### src/rtl/mem_ctrl.sv
// mem_ctrl: byte-serial RAM/IO controller arbitrating LSB (priority) and instruction fetch.
// Define MEMCTRL_FETCH_BUF_EN to add a one-word fetch buffer that short-circuits repeat fetches.
module mem_ctrl #(
  parameter int         ADDR_W = 32,
  parameter logic [1:0] IO_HI  = 2'b11
) (
  input  logic              clk_in,
  input  logic              rst_in,
  input  logic              rdy_in,
  input  logic              clear,
  input  logic              data_r_en,
  input  logic              data_w_en,
  input  logic [ADDR_W-1:0] data_addr,
  input  logic [31:0]       data_val,
  input  logic [31:0]       data_len,
  output logic              LSB_en_o,
  output logic [31:0]       LSB_data_o,
  input  logic              inst_r_en,
  input  logic [ADDR_W-1:0] inst_addr,
  output logic              inst_en_o,
  output logic [31:0]       inst_data_o,
  input  logic [7:0]        mem_din,
  output logic [7:0]        mem_dout,
  output logic [ADDR_W-1:0] mem_a,
  output logic              mem_wr,
  input  logic              io_buffer_full
);
  typedef enum logic [2:0] {IDLE, LREAD, LWRITE, FETCH, COOL} state_t;
  state_t state, state_nx;
  logic [ADDR_W-1:0] addr_q, acc_addr, wa;
  logic [31:0] val_q, rbuf, merged, f_data;
  logic [2:0] n_q, n_in, cnt, wk;
  logic r_last, f_last, w_last, hit_q, fb_hit;
  // cnt counts edges since acceptance for reads, and is the byte index on the bus for writes
  always_comb begin
    n_in = data_len == 32'd1 ? 3'd1 : data_len == 32'd2 ? 3'd2 : 3'd4;
    acc_addr = state_nx == FETCH ? inst_addr : data_addr;
    merged = cnt[1:0] == 2'd1 ? {rbuf[31:8], mem_din} :
             cnt[1:0] == 2'd2 ? {rbuf[31:16], mem_din, rbuf[7:0]} :
             cnt[1:0] == 2'd3 ? {rbuf[31:24], mem_din, rbuf[15:0]} :
                                {mem_din, rbuf[23:0]};
    r_last = cnt == n_q;
    f_last = hit_q || r_last;
    w_last = mem_wr && cnt + 3'd1 == n_q;
    wk = mem_wr ? cnt + 3'd1 : cnt;
    wa = addr_q + ADDR_W'(wk);
  end
  always_comb begin
    state_nx = state;
    case (state)
      IDLE:    state_nx = data_w_en ? LWRITE : data_r_en ? LREAD : (inst_r_en && !clear) ? FETCH : IDLE;
      LREAD:   state_nx = clear ? IDLE : r_last ? COOL : LREAD;
      FETCH:   state_nx = clear ? IDLE : f_last ? COOL : FETCH;
      LWRITE:  state_nx = w_last ? COOL : LWRITE;
      default: state_nx = IDLE;
    endcase
  end
  always_ff @(posedge clk_in)
    if (rst_in) state <= IDLE;
    else if (rdy_in) state <= state_nx;
`ifdef MEMCTRL_FETCH_BUF_EN
  logic              fb_valid;
  logic [ADDR_W-1:0] fb_tag, d_lo, d_hi;
  logic [31:0]       fb_word;
  always_comb begin
    fb_hit = fb_valid && inst_addr == fb_tag;
    f_data = hit_q ? fb_word : merged;
    d_lo = data_addr - fb_tag;
    d_hi = fb_tag - data_addr;
  end
  // modular distances make the store/word overlap test correct across address wrap
  always_ff @(posedge clk_in)
    if (rst_in) begin
      fb_valid <= 1'b0;
      hit_q <= 1'b0;
      fb_tag <= '0;
      fb_word <= '0;
    end else if (rdy_in) begin
      if (state == IDLE && state_nx == FETCH) hit_q <= fb_hit;
      if (state == IDLE && state_nx == LWRITE && (d_lo < ADDR_W'(4) || d_hi < ADDR_W'(n_in))) fb_valid <= 1'b0;
      if (state == FETCH && state_nx == COOL) begin
        fb_valid <= 1'b1;
        fb_tag <= addr_q;
        fb_word <= f_data;
      end
    end
`else
  assign fb_hit = 1'b0;
  assign hit_q = 1'b0;
  assign f_data = merged;
`endif
  always_ff @(posedge clk_in)
    if (rst_in) begin
      addr_q <= '0;
      val_q <= '0;
      n_q <= '0;
      cnt <= '0;
      rbuf <= '0;
      mem_a <= '0;
      mem_dout <= '0;
      mem_wr <= 1'b0;
      LSB_en_o <= 1'b0;
      LSB_data_o <= '0;
      inst_en_o <= 1'b0;
      inst_data_o <= '0;
    end else if (rdy_in) begin
      LSB_en_o <= 1'b0;
      inst_en_o <= 1'b0;
      case (state)
        IDLE: if (state_nx != IDLE) begin
          addr_q <= acc_addr;
          val_q <= data_val;
          n_q <= state_nx == FETCH ? 3'd4 : n_in;
          cnt <= '0;
          rbuf <= '0;
          mem_a <= (state_nx == FETCH && fb_hit) ? '0 : acc_addr;
          mem_dout <= data_val[7:0];
          mem_wr <= state_nx == LWRITE && !(acc_addr[17:16] == IO_HI && io_buffer_full);
        end
        LREAD, FETCH: if (!clear) begin
          cnt <= cnt + 3'd1;
          mem_a <= cnt + 3'd1 < n_q ? addr_q + ADDR_W'(cnt + 3'd1) : '0;
          if (cnt != 3'd0) rbuf <= merged;
          if (state == LREAD && r_last) begin
            LSB_en_o <= 1'b1;
            LSB_data_o <= merged;
          end
          if (state == FETCH && f_last) begin
            inst_en_o <= 1'b1;
            inst_data_o <= f_data;
          end
        end
        LWRITE: if (w_last) LSB_en_o <= 1'b1;
        else begin
          cnt <= wk;
          mem_a <= wa;
          mem_dout <= 8'(val_q >> {wk, 3'b000});
          mem_wr <= !(wa[17:16] == IO_HI && io_buffer_full);
        end
        default: ;
      endcase
      if (state_nx == IDLE || state_nx == COOL) begin
        mem_a <= '0;
        mem_wr <= 1'b0;
      end
    end
endmodule

### config.mk
export PLATFORM = sky130hd
export DESIGN_NAME = mem_ctrl
export DESIGN_NICKNAME = d
export VERILOG_FILES = /design/src/rtl/mem_ctrl.sv
export SDC_FILE = /design/constraint.sdc
export NUM_CORES = 1
export LEC_CHECK = 0
export ABC_AREA = 1
export CELL_PAD_IN_SITES_DETAIL_PLACEMENT = 0
export CELL_PAD_IN_SITES_GLOBAL_PLACEMENT = 1
export CORE_MARGIN = 4
export CORE_UTILIZATION = 36
export CTS_CLUSTER_DIAMETER = 40
export DETAILED_ROUTE_END_ITERATION = 6
export GPL_ROUTABILITY_DRIVEN = 0
export PLACE_DENSITY_LB_ADDON = 0.1
export SYNTH_ARGS = -nofsm -noshare
export SYNTH_HDL_FRONTEND = slang
export SYNTH_SLANG_ARGS = --single-unit
### constraint.sdc
create_clock -name clk_in -period 3.3 [get_ports clk_in]
set_input_delay 0.33 -clock clk_in [delete_from_list [all_inputs] [get_ports clk_in]]
set_output_delay 0.33 -clock clk_in [all_outputs]
set_load 0.03 [all_outputs]
* After elaboration in Yosys (flattened, before gate mapping)
Cells that the tools add are included.
** Storage, ports and cells
- Output and inout bits :: 107
- Logic and storage cells :: 116
- Register bits after elaboration :: 212
- Input port bits :: 144
** Operators by class
- Shift-type cells :: 1
- Bitwise logic cells :: 1
- $lt $le $gt $ge :: 1
- Reductions and logical operators :: 29
- Equal/unequal tests :: 22
- Muxes and demuxes :: 45
- Add/sub/neg operators :: 4
** Operators with widths (number)
- two-way mux 32 bit :: 12
- case mux 32 bit (3 select lines) :: 1
- case mux 32 bit (2 select lines) :: 1
- two-way mux 3 bit :: 12
- adder 32 x 3 -> 32 bit :: 1
- adder 32 x 4 -> 32 bit :: 1
- equality test 32 x 1 -> 1 bit, second input constant :: 1
- equality test 32 x 2 -> 1 bit, second input constant :: 1
- right shift 32 x 6 -> 8 bit :: 1
- two-way mux 8 bit :: 2
- case mux 8 bit (2 select lines) :: 1
- AND reduction 4 bit :: 4
- AND reduction 5 bit :: 3
- equality test 3 x 2 -> 1 bit, second input constant :: 4
- case mux 3 bit (4 select lines) :: 1
- nonzero test 3 bit :: 4
- two-way mux 1 bit :: 9
- != test 3 bit, second input constant :: 3
- case mux 3 bit (3 select lines) :: 1
- equality test 2 bit, second input constant :: 4
- != test 2 bit, second input constant :: 4
- logical AND 1 bit :: 7
- equality test 3 bit :: 2
- zero test 3 bit :: 2
- 15 further kinds :: 21

* Depth between registers and ports, before layout
Gate-level depths: netlist of run 1.
- Word-level depth :: 15
- Depth in mapped cells :: 17
- Gate-level depth less buffers :: 16

* Worst setup path after synthesis of run 1
No wires, ideal clock.
- Path type :: reg2reg
- From :: register mem_wr
- To :: register mem_a[30]
- Clock period less this slack :: 3057 ps
- Library setup time :: 132 ps
- Path buffers :: 1
- Cell stages (with the launch flop) :: 18
- Required time :: 3168 ps
- Arrival time :: 2925 ps
- Path slack :: 243 ps
- Cells stage by stage :: dfxtp_1 > or2_2 > nand2_1 > inv_1 > buf_2 > ha_1 > inv_1 > fa_1 > o21ai_1 > nand3_1 > nor2_2 > nand2_1 > inv_1 > nand3_1 > nand3_1 > nand2_1 > o21ai_1 > a21oi_1
** On the way
- Word-level cells in the longest chain between the ends :: 8
- Elaborated cells between the ends (all ways) :: 20
- Classes of those cells :: 1 x add/sub; 5 x eq/ne; 8 x mux; 6 x reduce/logical
** RTL lines
- from (decl) :: line 25 : output logic mem_wr,
- from (signal assigned) :: line 118 : mem_wr <= state_nx == LWRITE && !(acc_addr[17:16] == IO_HI && io_buffer_full);
- from (signal assigned) :: line 138 : mem_wr <= !(wa[17:16] == IO_HI && io_buffer_full);
- branches (longest 8 deep; another with adder 32 x 3 -> 32 bit)
- to (signal assigned) :: line 116 : mem_a <= (state_nx == FETCH && fb_hit) ? '0 : acc_addr;
- to (signal assigned) :: line 122 : mem_a <= cnt + 3'd1 < n_q ? addr_q + ADDR_W'(cnt + 3'd1) : '0;
- to (signal assigned) :: line 136 : mem_a <= wa;
- to (decl) :: line 24 : output logic [ADDR_W-1:0] mem_a,
Several ways; the timed one is not identified. The select of a mux whose other input is x is not followed.
A chain may end at the register's enable or synchronous reset.

* Worst setup path after layout of run 1
- From :: register cnt[1]
- To :: register mem_wr
** On the way
- Word-level cells in the longest chain between the ends :: 14
- Elaborated cells between the ends (all ways) :: 34
- Classes of those cells :: 2 x add/sub; 9 x eq/ne; 12 x mux; 11 x reduce/logical
** RTL lines
- from (decl) :: line 32 : logic [2:0] n_q, n_in, cnt, wk;
- from (signal assigned) :: line 121 : cnt <= cnt + 3'd1;
- from (signal assigned) :: line 135 : cnt <= wk;
- branches (longest 14 deep; another with adder 32 x 3 -> 32 bit)
Several ways; the timed one is not identified. The select of a mux whose other input is x is not followed.

==> results.cfg, run 1 <==
[run_status]
status = complete, no violations

[routing]
initialDrtViolationCount = 855
first_pass_iters = 6
wl_per_cell_um = 17.44
wirelength_um = 41010
vias = 12280
vias_per_cell = 5.222
drc = 0
antenna_violating_nets_post_route = 0

[setup_path]
end_kind = register
required_ps = 3680
critPathKind = reg -> reg
cpPeakStageDelay_ps = 440
cp_slowest_cell = fa_1
critPathMaxFanout = 6
rr_startpoint = cnt[1]$_SDFFE_PP0P_
cp.arrival_ps = 3340
crit_path_start_kind = register
crit_path_start = cnt[1]$_SDFFE_PP0P_
path_common_cell = nand2_1
crit_path_cell_trace = inv_1, ha_1, nand2_1, o21ai_0, inv_1, fa_1, o21ai_1, buf_4, nand2_1, nor2_1, nor2_1, nor2_2, nand4_1, nand2_1, nor2_1, nand2_1, a21oi_1

[power_and_ir_drop]
swShare = 0.2883
p_int_mw = 6.449
power_density_mw_per_mm2 = 582.2
leakage_nw = 6.064
power_mw = 9.062
ir_worst_vdd_uv = 367.8
sequentialPowerShare = 0.318
comb_power_share = 0.182
switchingPower_mw = 2.613
p_clk_frac = 0.500

[global_routing]
grt_usage = 0.2343
grt_pass1_wl_um = 64410
grt_max_degree = 68
grt_pass1_vias = 12010
antenna_found_initial = 2
grt.overflow.total = 0

[synthesis]
synth_warnings = 0
post_synth.cell_area_avg_sq_um = 6.604
seq_area_frac_synth = 0.3807
synth_seq_cells = 212
synth.distinct_cells = 39
syn_inst = 1688
ys_async_sr_fraction = 0
ys.flop_type = dfxtp_1
synth_edf_count = 0
synth.net_count = 1847
synth_area_sq_mm = 0.01115

[sta]
setup_viol = 0
grt_setup_unrepaired = false
tightest_slew_ps = 683.1
drv_slew = 0
finalHoldViolCount = 0
fin_skew_ps = 18.94
slew_headroom = 0.5440
clock.fmax_mhz = 337.5
tns_ps = 0
whs_ps = 264.6
min_period_ps = 2963
period_share = 0.8978

[final_layout]
multi_input_area_sq_mm = 0.005949
drive_gt1_frac = 0.07066
layout_commonest_cell = nand2_1
seqCellArea_sq_mm = 0.004247
stdcell_count = 2351
layout_common_cells = 335 x nand2_1, 249 x clkdlybuf4s50_1, 210 x dfxtp_1, 197 x nor2_1, 184 x nand3_1
fillers = 3145
layout.nets = 2081
syn2layout_area_growth_pct = 39.63

[clock_tree]
h-tree-depth = 2
cts_root_buf = clkbuf_16
clk_latency_ps = 530
cts.clk_slew.worst_paths_ps = 50
cts_tree = done
clock_sinks = 212
ctsHoldBuffers = 0
post-cts-setup-buffers = 0
cts_buffers = 42
clockBufferDepth = 3
cts_resized = 0

[floorplan]
die_h_um = 184.0
die_w_um = 184.0
dieArea_sq_mm = 0.03385
io_pins = 251
initial_utilization = 0.3644
row_count = 64
coreArea_sq_mm = 0.03059

[worst_hold_path]
min_path_type = in -> reg
min-delay-start = rst_in

[place]
place.detailed.hpwl_um = 29860
numPortBuffers = 250
dp.cells = 2274

[run]
cap_violations = 0
## per-stage QoR
step	instance area [sq um]	setup WS, ps	util
after floorplan	11150	242.7	-
after global placement	14040	292.6	0.4589
after detailed placement	14040	249.2	0.4589
after CTS	15540	233.5	0.5080
after global routing	15570	12.61	0.5089
final	15570	337.2	0.5089
## cells by family after synthesis
kind of cell             count (synthesis)  synth area share
buffers and inverters                  248           0.08799
flip-flops                             212            0.3807
adder cells (fa/ha/maj)                 15           0.01818
XOR/XNOR                                 1         0.0007858
AO/OA/AOI/OAI                          437            0.2198
AND/OR/NAND/NOR                        775            0.2926
## power groups by stage
stage	Sequential, mW	Combinational [mW]	Clock [mW]
floorplan	2.99	0.899	0
global placement	2.93	1.63	0
detailed placement	2.93	1.65	0
CTS	2.88	1.66	4.62
global route	2.90	1.83	4.74
finish	2.88	1.65	4.53
## per-layer routing
layer	GRT usage	wire length (um)
met5	0	0
met4	0.08459	1310
met3	0.03562	2517
met2	0.3927	19370
met1	0.3068	17810
## worst paths after layout
kind	end	slack, ps	cells past startpoint
min reg2reg	LSB_data_o[27]$_SDFFE_PP0P_	440	2
max reg2reg	mem_wr$_SDFFE_PP0P_	340	17
max	mem_wr$_SDFFE_PP0P_	340	17
min	inst_data_o[4]$_SDFFE_PP0P_	260	2
## synthesized netlist by cell type, types with 4 or more instances
library cell	n	share of area
a21oi_1	162	0.073
o21ai_1	4	0.0018
o22ai_1	10	0.0056
dfxtp_1	212	0.38
inv_1	141	0.047
nor4_1	8	0.0045
buf_1	6	0.0020
nor3_1	18	0.0081
a22oi_1	10	0.0067
nand4_1	13	0.0073
nand2_2	4	0.0022
o211a_1	5	0.0045
a31oi_1	10	0.0056
nor2_1	201	0.068
o211ai_1	13	0.0088
clkbuf_1	63	0.021
or2_2	6	0.0034
a211oi_1	30	0.020
buf_2	24	0.011
nand3_1	184	0.083
nand2_1	335	0.11
o21a_1	23	0.015
inv_2	8	0.0027
ha_1	13	0.015
o21ai_0	166	0.075
## cell type report
cell class              count  area share
multi-input cells        1228      0.3822
flip-flops and latches    212      0.2728
repair buffers            286      0.1796
clock buffers              52     0.07387
inverters                 152     0.03673
well taps                 396     0.03183
clock inverters            23     0.02267
diodes                      2   0.0003215
## state kept, by name, summed over array words and instances (netlist names)
register     cells
addr_q          32
val_q           32
cnt              3
n_q              3
LSB_data_o      32
state            3
LSB_en_o         1
inst_en_o        1
mem_dout         8
inst_data_o     32
mem_wr           1
mem_a           32
rbuf            32
## critical path, delay by kind of cell (launching register included)
family | cells | cell delay [ps]
and+or+nand+nor | 9 | 980
adders and majority gates | 2 | 780
buffers and inverters | 3 | 390
DFF | 1 | 370
AOI/OAI and AO/OA | 3 | 290
(Power assumes the default switching activity.)
==> run 2, diff against run 1 <==
- PLACE_DENSITY: unset -> 0.83
- PLACE_DENSITY_LB_ADDON: 0.1 -> unset
==> results.cfg, run 2 (synthesis results as in run 1) <==
[routing]
wl_per_cell_um = 17.51
first_pass_iters = 5
wirelength_um = 41170
vias_per_cell = 5.268
drc = 0
initialDrtViolationCount = 821
vias = 12390
antenna_violating_nets_post_route = 0

[setup_path]
cp_slowest_cell = clkinv_2
required_ps = 3660
crit_path_cell_trace = buf_4, ha_1, xor2_1, ha_1, nand2_1, nor2_1, nor2_1, a21oi_2, nand2_2, inv_2, nand2_4, inv_2, nand3_1, nand2_2, clkinv_2, nand3_1, a21oi_1
critPathMaxFanout = 19
end_kind = register
cp.arrival_ps = 3430
critPathKind = reg -> reg
crit_path_start_kind = register
cpPeakStageDelay_ps = 340

[global_routing]
antenna_found_initial = 0
grt_pass1_wl_um = 64150
grt_max_degree = 63
grt_pass1_vias = 11900
grt_usage = 0.2335
grt.overflow.total = 0

[clock_tree]
cts_tree = done
clk_latency_ps = 520
cts_buffers = 39
clockBufferDepth = 3
cts_root_buf = clkbuf_16
clock_sinks = 212
h-tree-depth = 2
post-cts-setup-buffers = 0
ctsHoldBuffers = 0
cts.clk_slew.worst_paths_ps = 50

[sta]
min_period_ps = 3063
grt_setup_unrepaired = false
clock.fmax_mhz = 326.5
drv_slew = 0
tns_ps = 0
setup_viol = 0
period_share = 0.9281
finalHoldViolCount = 0
tightest_slew_ps = 771.1
fin_skew_ps = 26.07
slew_headroom = 0.4854

[worst_hold_path]
min_path_type = in -> reg

[final_layout]
layout_commonest_cell = nand2_1
insertedDiodeCount = 0
syn2layout_area_growth_pct = 38.57
drive_gt1_frac = 0.07008
multi_input_area_sq_mm = 0.005936
fillers = 3086
layout_common_cells = 335 x nand2_1, 249 x clkdlybuf4s50_1, 212 x dfxtp_1, 198 x nor2_1, 184 x nand3_1
layout.nets = 2083
seqCellArea_sq_mm = 0.004244
stdcell_count = 2351
final_core_util = 0.5050

[floorplan]
io_pins = 251
dieArea_sq_mm = 0.03385
row_count = 64
coreArea_sq_mm = 0.03059
die_w_um = 184.0
initial_utilization = 0.3644
die_h_um = 184.0

[place]
numPortBuffers = 250
dp.cells = 2279
place.detailed.hpwl_um = 29720

[power_and_ir_drop]
ir_worst_vdd_uv = 348.2
power_density_mw_per_mm2 = 558.6
leakage_nw = 6.022

[run]
cap_violations = 0

[run_status]
status = complete, no violations
[run 2: changes by cell type in the layout (fill, tap and decap cells not counted), sizes merged, moves of 2 or more]
| cell | previous run | this run |
|---|---|---|
| diode | 2 | 0 |
| clkinvlp | 3 | 5 |
| clkbuf | 52 | 48 |
| buf | 37 | 42 |
| bufinv | 8 | 4 |
| inv | 152 | 156 |
[run 2: path summary, 6_finish.rpt]
check / from / endpoint / slack (ps) / depth (start not counted)
setup / recovery: cnt[0]$_SDFFE_PP0P_ / rbuf[19]$_SDFFE_PP0P_ / 240 / 17
hold / removal: data_val[25] / val_q[25]$_SDFFE_PP0P_ / 420 / 3
setup reg to reg: cnt[0]$_SDFFE_PP0P_ / rbuf[19]$_SDFFE_PP0P_ / 240 / 17
hold reg to reg: mem_dout[6]$_SDFFE_PP0P_ / mem_dout[6]$_SDFFE_PP0P_ / 450 / 2
[run 2: cell type report]
cell class / instances / share of cell area
Clock buffer: 48 / 0.06933
Clock inverter: 24 / 0.01847
Inverter: 152 / 0.03701
Multi-Input combinational cell: 1228 / 0.3842
Sequential cell: 212 / 0.2747
Tap cell: 396 / 0.03207
Timing Repair Buffer: 291 / 0.1842
[run 2: power breakdown]
group	leakage, nW	internal (mW)	switching [mW]
Sequential	1.73	2.74	0.139
Clock	0.654	2.66	1.44
Combinational	3.64	0.616	1.04
[run 2: timing repair]
| action | 4_1_cts | 5_1_grt |
|---|---|---|
| hold endpoints to repair | 0 | 0 |
| endpoints found under the setup margin | 0 | 7 |
| gates resized for setup | 0 | 3 |
[run 2: critical path, delay by kind of cell (launching register included)]
kind | cells | cell delay, ps
buffers and inverters | 4 | 650
xor gates and xnor gates | 1 | 180
adders and majority gates | 2 | 540
AOI/OAI and AO/OA | 2 | 210
DFF | 1 | 310
and+or+nand+nor | 8 | 1010
[run 2: stage by stage]
stage                     worst slack [ps]  hold WS [ps]  cell area [sq um]  power (mW)
after floorplan                      242.7         429.7              11150       3.892
after global placement               323.7         436.6              14090       4.558
after detailed placement             225.5         436.5              14090       4.571
after CTS                            195.5         417.3              15440       8.695
after global routing                 19.35         435.9              15450       9.021
final                                237.3         422.5              15450       8.630
[run 2: per-layer routing]
layer  routed length [um]  up-vias  GRT usage
li1                     -     6140          -
met1                17570     5733     0.3027
met2                19420      420     0.3907
met3                 2920       93    0.04689
met4                 1263        0    0.07601
met5                    0        -          0
